===== src/rtl/riscv_pkg.sv =====
// Shared encodings for the multicycle RV32I control path: opcodes, FSM states,
// datapath mux selects and the per-state control word.
package riscv_pkg;

    localparam logic [6:0] OP_LOAD   = 7'b0000011;
    localparam logic [6:0] OP_STORE  = 7'b0100011;
    localparam logic [6:0] OP_RTYPE  = 7'b0110011;
    localparam logic [6:0] OP_ITYPE  = 7'b0010011;
    localparam logic [6:0] OP_JAL    = 7'b1101111;
    localparam logic [6:0] OP_BRANCH = 7'b1100011;

    typedef enum logic [3:0] {
        S_FETCH    = 4'd0,
        S_DECODE   = 4'd1,
        S_MEMADR   = 4'd2,
        S_MEMREAD  = 4'd3,
        S_MEMWB    = 4'd4,
        S_MEMWRITE = 4'd5,
        S_EXECUTER = 4'd6,
        S_EXECUTEI = 4'd7,
        S_ALUWB    = 4'd8,
        S_JAL      = 4'd9,
        S_BEQ      = 4'd10
    } mc_state_t;

    typedef enum logic [1:0] {
        ALUOP_ADD   = 2'b00,
        ALUOP_SUB   = 2'b01,
        ALUOP_FUNCT = 2'b10
    } alu_op_t;

    typedef enum logic [1:0] {
        IMM_I = 2'b00,
        IMM_S = 2'b01,
        IMM_B = 2'b10,
        IMM_J = 2'b11
    } imm_src_t;

    typedef enum logic [1:0] {
        RES_ALUOUT    = 2'b00,
        RES_DATA      = 2'b01,
        RES_ALURESULT = 2'b10
    } result_src_t;

    typedef enum logic [1:0] {
        SRCA_PC    = 2'b00,
        SRCA_OLDPC = 2'b01,
        SRCA_RD1   = 2'b10
    } src_a_t;

    typedef enum logic [1:0] {
        SRCB_RD2  = 2'b00,
        SRCB_IMM  = 2'b01,
        SRCB_FOUR = 2'b10
    } src_b_t;

    // fetch marks the MemReady-qualified IRWrite/PCUpdate; decode gates the illegal-op pulse.
    typedef struct packed {
        logic        fetch;
        logic        decode;
        logic        pc_update;
        logic        branch;
        logic        adr_src;
        logic        mem_write;
        logic        reg_write;
        result_src_t result_src;
        src_a_t      alu_src_a;
        src_b_t      alu_src_b;
        alu_op_t     alu_op;
    } ctrl_t;

    function automatic ctrl_t state_ctrl(input mc_state_t s);
        ctrl_t c;
        c = '0;
        case (s)
            S_DECODE: begin
                c.decode    = 1'b1;
                c.alu_src_a = SRCA_OLDPC;
                c.alu_src_b = SRCB_IMM;
            end
            S_MEMADR: begin
                c.alu_src_a = SRCA_RD1;
                c.alu_src_b = SRCB_IMM;
            end
            S_MEMREAD: c.adr_src = 1'b1;
            S_MEMWB: begin
                c.result_src = RES_DATA;
                c.reg_write  = 1'b1;
            end
            S_MEMWRITE: begin
                c.adr_src   = 1'b1;
                c.mem_write = 1'b1;
            end
            S_EXECUTER: begin
                c.alu_src_a = SRCA_RD1;
                c.alu_op    = ALUOP_FUNCT;
            end
            S_EXECUTEI: begin
                c.alu_src_a = SRCA_RD1;
                c.alu_src_b = SRCB_IMM;
                c.alu_op    = ALUOP_FUNCT;
            end
            S_ALUWB: c.reg_write = 1'b1;
            S_JAL: begin
                c.alu_src_a = SRCA_OLDPC;
                c.alu_src_b = SRCB_FOUR;
                c.pc_update = 1'b1;
            end
            S_BEQ: begin
                c.alu_src_a = SRCA_RD1;
                c.alu_op    = ALUOP_SUB;
                c.branch    = 1'b1;
            end
            default: begin
                c.fetch      = 1'b1;
                c.alu_src_b  = SRCB_FOUR;
                c.result_src = RES_ALURESULT;
            end
        endcase
        return c;
    endfunction

    function automatic logic op_supported(input logic [6:0] op);
        case (op)
            OP_LOAD, OP_STORE, OP_RTYPE, OP_ITYPE, OP_JAL, OP_BRANCH: return 1'b1;
            default: return 1'b0;
        endcase
    endfunction

    function automatic imm_src_t imm_src_for(input logic [6:0] op);
        case (op)
            OP_STORE:  return IMM_S;
            OP_BRANCH: return IMM_B;
            OP_JAL:    return IMM_J;
            default:   return IMM_I;
        endcase
    endfunction

endpackage


===== src/rtl/multicycle_controller_if.sv =====
// Controller <-> datapath bundle: instruction fields and status in, datapath controls out.
interface multicycle_controller_if;

    logic [6:0] op;
    logic [2:0] funct3;
    logic       funct7b5;
    logic       Zero;
    logic       MemReady;

    logic       PCWrite;
    logic       AdrSrc;
    logic       MemWrite;
    logic       IRWrite;
    logic [1:0] ResultSrc;
    logic [1:0] ALUSrcA;
    logic [1:0] ALUSrcB;
    logic [1:0] ImmSrc;
    logic [2:0] ALUControl;
    logic       RegWrite;
    logic       IllegalOp;

    modport master (
        input  op, funct3, funct7b5, Zero, MemReady,
        output PCWrite, AdrSrc, MemWrite, IRWrite, ResultSrc, ALUSrcA, ALUSrcB,
               ImmSrc, ALUControl, RegWrite, IllegalOp
    );

    modport slave (
        output op, funct3, funct7b5, Zero, MemReady,
        input  PCWrite, AdrSrc, MemWrite, IRWrite, ResultSrc, ALUSrcA, ALUSrcB,
               ImmSrc, ALUControl, RegWrite, IllegalOp
    );

endinterface


===== src/rtl/multicycle_controller_alu_decoder.sv =====
// Existing ALU decoder: maps ALUOp plus instruction fields onto the ALU operation code.
module alu_decoder (
    input  logic       opb5,
    input  logic [2:0] funct3,
    input  logic       funct7b5,
    input  logic [1:0] ALUOp,
    output logic [2:0] ALUControl
);

    logic rtype_sub;

    // Only R-type (op[5]=1) uses funct7b5 to select sub; addi ignores it.
    assign rtype_sub = funct7b5 & opb5;

    always_comb begin
        ALUControl = 3'b000;
        case (ALUOp)
            2'b00: ALUControl = 3'b000;
            2'b01: ALUControl = 3'b001;
            default: begin
                case (funct3)
                    3'b000:  ALUControl = rtype_sub ? 3'b001 : 3'b000;
                    3'b010:  ALUControl = 3'b101;
                    3'b110:  ALUControl = 3'b011;
                    3'b111:  ALUControl = 3'b010;
                    default: ALUControl = 3'b000;
                endcase
            end
        endcase
    end

endmodule


===== src/rtl/multicycle_controller.sv =====
// Multicycle RV32I control FSM with MemReady stalls.
// Optional bne support through the BEQ state when MC_BNE_EN is defined.
module multicycle_controller
    import riscv_pkg::*;
(
    input  logic                      clk,
    input  logic                      reset,
    multicycle_controller_if.master   bus
);

    mc_state_t  state;
    mc_state_t  state_next;
    ctrl_t      ctrl_q;
    ctrl_t      ctrl;
    logic       take_branch;
    logic       bad_branch;
    logic [2:0] alu_control;

    always_comb begin
        state_next = S_FETCH;
        case (state)
            S_FETCH:    state_next = bus.MemReady ? S_DECODE : S_FETCH;
            S_DECODE: begin
                case (bus.op)
                    OP_LOAD, OP_STORE: state_next = S_MEMADR;
                    OP_RTYPE:          state_next = S_EXECUTER;
                    OP_ITYPE:          state_next = S_EXECUTEI;
                    OP_JAL:            state_next = S_JAL;
                    OP_BRANCH:         state_next = S_BEQ;
                    default:           state_next = S_FETCH;
                endcase
            end
            S_MEMADR:   state_next = bus.op[5] ? S_MEMWRITE : S_MEMREAD;
            S_MEMREAD:  state_next = bus.MemReady ? S_MEMWB : S_MEMREAD;
            S_MEMWB:    state_next = S_FETCH;
            S_MEMWRITE: state_next = bus.MemReady ? S_FETCH : S_MEMWRITE;
            S_EXECUTER: state_next = S_ALUWB;
            S_EXECUTEI: state_next = S_ALUWB;
            S_ALUWB:    state_next = S_FETCH;
            S_JAL:      state_next = S_ALUWB;
            S_BEQ:      state_next = S_FETCH;
            default:    state_next = S_FETCH;
        endcase
    end

    // The control word is registered from the next state so it always matches state.
    always_ff @(posedge clk) begin
        if (reset) begin
            state  <= S_FETCH;
            ctrl_q <= state_ctrl(S_FETCH);
        end else begin
            state  <= state_next;
            ctrl_q <= state_ctrl(state_next);
        end
    end

    // Reset overrides the registered word at once so an aborted access emits no strobe.
    always_comb begin
        ctrl = ctrl_q;
        if (reset) begin
            ctrl       = state_ctrl(S_FETCH);
            ctrl.fetch = 1'b0;
        end
    end

`ifdef MC_BNE_EN
    always_comb begin
        take_branch = 1'b0;
        bad_branch  = 1'b0;
        case (bus.funct3)
            3'b000:  take_branch = bus.Zero;
            3'b001:  take_branch = ~bus.Zero;
            default: bad_branch  = 1'b1;
        endcase
    end
`else
    always_comb begin
        take_branch = bus.Zero;
        bad_branch  = 1'b0;
    end
`endif

    alu_decoder u_alu_decoder (
        .opb5       (bus.op[5]),
        .funct3     (bus.funct3),
        .funct7b5   (bus.funct7b5),
        .ALUOp      (ctrl.alu_op),
        .ALUControl (alu_control)
    );

    assign bus.PCWrite    = (ctrl.fetch & bus.MemReady) | ctrl.pc_update
                          | (ctrl.branch & take_branch);
    assign bus.IRWrite    = ctrl.fetch & bus.MemReady;
    assign bus.AdrSrc     = ctrl.adr_src;
    assign bus.MemWrite   = ctrl.mem_write;
    assign bus.RegWrite   = ctrl.reg_write;
    assign bus.ResultSrc  = ctrl.result_src;
    assign bus.ALUSrcA    = ctrl.alu_src_a;
    assign bus.ALUSrcB    = ctrl.alu_src_b;
    assign bus.ImmSrc     = imm_src_for(bus.op);
    assign bus.ALUControl = alu_control;
    assign bus.IllegalOp  = (ctrl.decode & ~op_supported(bus.op))
                          | (ctrl.branch & bad_branch);

endmodule


===== src/flat_wrapper.sv =====
// flat-port wrapper written by rule: the top's interface ports become plain ports
module multicycle_controller_flat import riscv_pkg::*;
  (clk, reset, bus_op, bus_funct3, bus_funct7b5, bus_Zero, bus_MemReady, bus_PCWrite, bus_AdrSrc, bus_MemWrite, bus_IRWrite, bus_ResultSrc, bus_ALUSrcA, bus_ALUSrcB, bus_ImmSrc, bus_ALUControl, bus_RegWrite, bus_IllegalOp);
  multicycle_controller_if bus_i ();
  input  logic clk;
  input  logic reset;
  input wire logic [$bits(bus_i.op)-1:0] bus_op;
  input wire logic [$bits(bus_i.funct3)-1:0] bus_funct3;
  input wire logic [$bits(bus_i.funct7b5)-1:0] bus_funct7b5;
  input wire logic [$bits(bus_i.Zero)-1:0] bus_Zero;
  input wire logic [$bits(bus_i.MemReady)-1:0] bus_MemReady;
  output wire logic [$bits(bus_i.PCWrite)-1:0] bus_PCWrite;
  output wire logic [$bits(bus_i.AdrSrc)-1:0] bus_AdrSrc;
  output wire logic [$bits(bus_i.MemWrite)-1:0] bus_MemWrite;
  output wire logic [$bits(bus_i.IRWrite)-1:0] bus_IRWrite;
  output wire logic [$bits(bus_i.ResultSrc)-1:0] bus_ResultSrc;
  output wire logic [$bits(bus_i.ALUSrcA)-1:0] bus_ALUSrcA;
  output wire logic [$bits(bus_i.ALUSrcB)-1:0] bus_ALUSrcB;
  output wire logic [$bits(bus_i.ImmSrc)-1:0] bus_ImmSrc;
  output wire logic [$bits(bus_i.ALUControl)-1:0] bus_ALUControl;
  output wire logic [$bits(bus_i.RegWrite)-1:0] bus_RegWrite;
  output wire logic [$bits(bus_i.IllegalOp)-1:0] bus_IllegalOp;
  assign bus_i.op = bus_op;
  assign bus_i.funct3 = bus_funct3;
  assign bus_i.funct7b5 = bus_funct7b5;
  assign bus_i.Zero = bus_Zero;
  assign bus_i.MemReady = bus_MemReady;
  assign bus_PCWrite = bus_i.PCWrite;
  assign bus_AdrSrc = bus_i.AdrSrc;
  assign bus_MemWrite = bus_i.MemWrite;
  assign bus_IRWrite = bus_i.IRWrite;
  assign bus_ResultSrc = bus_i.ResultSrc;
  assign bus_ALUSrcA = bus_i.ALUSrcA;
  assign bus_ALUSrcB = bus_i.ALUSrcB;
  assign bus_ImmSrc = bus_i.ImmSrc;
  assign bus_ALUControl = bus_i.ALUControl;
  assign bus_RegWrite = bus_i.RegWrite;
  assign bus_IllegalOp = bus_i.IllegalOp;
  multicycle_controller u_core (.clk(clk), .reset(reset), .bus(bus_i));
endmodule

===== config.mk =====
export PLATFORM = sky130hd
export DESIGN_NAME = multicycle_controller_flat
export DESIGN_NICKNAME = d
export VERILOG_FILES = /design/src/rtl/riscv_pkg.sv /design/src/rtl/multicycle_controller_if.sv /design/src/rtl/multicycle_controller_alu_decoder.sv /design/src/rtl/multicycle_controller.sv /design/src/flat_wrapper.sv
export SDC_FILE = /design/constraint.sdc
export NUM_CORES = 1
export LEC_CHECK = 0
export CAP_MARGIN = 30
export CORE_MARGIN = 2
export CORE_UTILIZATION = 49
export DETAILED_ROUTE_END_ITERATION = 10
export PLACE_DENSITY = 0.84
export SETUP_SLACK_MARGIN = 0.05
export SLEW_MARGIN = 20
export SYNTH_ARGS = -nofsm -noshare
export SYNTH_HDL_FRONTEND = slang
export SYNTH_SLANG_ARGS = --single-unit

===== constraint.sdc =====
create_clock -name clk -period 4 [get_ports clk]
set_input_delay 0.8 -clock clk [delete_from_list [all_inputs] [get_ports clk]]
set_output_delay 0.8 -clock clk [all_outputs]
set_load 0.02 [all_outputs]

==> impl_metrics.tcl <==
set metrics [dict create \
    gr-total-overflow 0 \
    slew_headroom_pct 66.98 \
    seqPwrFrac_pct 56.5 \
    clock_latency_ps 300 \
    fin_skew_ps 7.713 \
    antenna_found_initial 0 \
    p_int_uw 261.1 \
    period_minus_slack_ps 3543 \
    clock_path_buffers 2 \
    fp.dieH_um 49.42 \
    timing.rr.start "u_core.state[0]" \
    grt_first_pass_wirelength_um 3657 \
    htreeDepth 1 \
    grt_max_degree 15 \
    cts-root-buf "clkbuf_4" \
    min_from "u_core.state[0]" \
    cp-end-kind "output pin" \
    io_buffer_count 31 \
    vias_per_cell 5.328 \
    postCtsSetupRepairBufs 0 \
    synth-seq-cells 19 \
    ff2ff_path_depth 5 \
    layout-drive-gt1-share_pct 10.88 \
    leakage_nw 0.5421 \
    total_switching_power_uw 86.44 \
    syn_avg_cell_area_um2 8.641 \
    startpoint_type "primary input" \
    hold_path_class "register to register" \
    yosysWarnings 0 \
    coreArea_um2 1962 \
    ir_drop_uv 210.4 \
    clkTransAtPathRegs_ps 110 \
    pin_count 32 \
    cts.sinks 19 \
    rows 16 \
    initial_core_util_pct 51.53 \
    n_fill_cell 165 \
    startpoint "bus_op[2]" \
    drc 0 \
    placed_area_um2 1326 \
    drtPass1Iterations 4 \
    setup_tns_ps 0 \
    wl_um 2202 \
    synth_nets 132 \
    cp.required_ps 3200 \
    crit_type "primary input to output pin" \
    hold_viol 0 \
    syn_inst 117 \
    fmax_mhz 282.3 \
    die_x_um 49.42 \
    finalInstanceArea_um2 1354 \
    synth_cell_types 47 \
    cts_buffers 3 \
    grt_usage_pct 18.91 \
    vias 927 \
    layout.nets 163 \
    grt_pass1_vias 833 \
    syn2layout_area_growth_pct 33.91 \
    slew_viol_final 0 \
    wl_per_cell_um 12.66 \
    switching_share_pct 24.87 \
    synthArstFlopShare_pct 0 \
    hold_buffers 0 \
    worst_pin_slew_ps 494.3 \
    place_congestion 0.8664 \
    cap_violations 0 \
    place_hpwl_um 1754 \
    crit_fanout 4 \
    clockPowerShare_pct 26.9 \
    synthFlopType "dfxtp_1" \
    power_density_nw_per_um2 256.7 \
    setup_violations 0 \
    ant_nets 0 \
    finalCritPeriodShare_pct 88.57 \
    synth_edf_count 0 \
    fin_cells 174 \
    yosysSeqAreaShare_pct 37.62 \
    dieArea_um2 2442 \
    rsz0062_at_grt "no" \
    numPlacedInstances 170 \
    hold_path_depth 2 \
    arrival_ps 2740 \
    ctsResizeCount 0 \
    cts_tree "yes" \
    antenna_cells 0 \
    drt_iter0_drc 28 \
    p_comb_share_pct 16.6 \
    syn-cell-area_um2 1011 \
    run_status "finished clean" \
]
state kept, by name, summed over array words and instances, names as in the netlist:
| name | flops |
|---|---|
| u_core.ctrl_q | 15 |
| u_core.state | 4 |
cells by family (layout without fill, tap and decap cells):
kind of cell	after synthesis	count (layout)	synth area share [%]
simple gates	61	61	36.14
compound gates	21	21	17.82
flops	19	19	37.62
buf+inv	14	44	6.560
xor+xnor	1	1	0.8665
mux	1	1	0.9901
final timing paths:
kind	end	slack, ps
min reg2reg	u_core.ctrl_q[6]	590
max	bus_IllegalOp	460
min	u_core.ctrl_q[6]	590
max reg2reg	u_core.ctrl_q[7]	2280
per-layer routing:
layer  track usage, %  wire length [µm]  vias up
li1                 -                 -      469
met1            24.86               977      434
met2            31.76              1115       24
met3            4.908               110        0
met4            2.778                 0        0
met5                0                 0        -
Yosys cell counts, types with 2 or more instances:
master	count	share of area (%)
a21oi_1	3	1.5
a31oi_1	3	1.9
buf_2	2	0.99
clkbuf_1	2	0.74
dfxtp_1	19	38
inv_1	7	2.6
nand2_1	9	3.3
nand2b_1	2	1.2
nor2_1	17	6.3
nor2b_1	8	5.0
nor3_1	4	2.0
nor3b_1	3	2.2
nor4_1	2	1.2
o22a_1	2	1.7
or2_2	2	1.2
final cells by class:
type / count / area [µm²] / share of cell area [%]
Timing Repair Buffer: 32 / 317.8 / 23.48
Clock inverter: 1 / 5.005 / 0.3697
Tap cell: 27 / 33.78 / 2.495
Clock buffer: 3 / 22.52 / 1.664
Multi-Input combinational cell: 84 / 564.3 / 41.68
Sequential cell: 19 / 380.4 / 28.10
Inverter: 8 / 30.03 / 2.218
critical path, cell delays in order:
cell	delay [ps]
clkdlybuf4s50_1	510
and4bb_2	290
and2_1	180
nor4b_1	290
clkdlybuf4s50_1	660
placed cells by master, fill, tap and decap left out, types with 3 or more instances in the layout:
cell type	Yosys	final
a21oi_1	3	3
a31oi_1	3	3
clkbuf_4	0	3
clkdlybuf4s50_1	0	31
dfxtp_1	19	19
inv_1	7	7
nand2_1	9	9
nor2_1	17	17
nor2b_1	8	8
nor3_1	4	4
nor3b_1	3	3
per-stage QoR:
step	setup WS (ps)	util [%]	total power [mW]	hold slack (ps)
finish	457.3	69.01	0.3476	590.1
global route	421.0	69.01	0.3640	614.0
CTS	468.3	69.01	0.3503	584.7
detailed placement	468.2	67.60	0.2585	578.2
global placement	536.2	67.60	0.2569	576.0
floorplan	1181	-	0.2294	570.5
power groups by stage:
stage          registers (mW)  clock network [mW]  logic (mW)
2_1_floorplan           0.199                   0      0.0305
3_3_place_gp            0.201                   0      0.0562
3_5_place_dp            0.201                   0      0.0576
4_1_cts                 0.196              0.0961      0.0577
5_1_grt                 0.197               0.105      0.0621
6_report                0.197              0.0934      0.0576
Note: power is estimated with default switching activity, not from simulation.
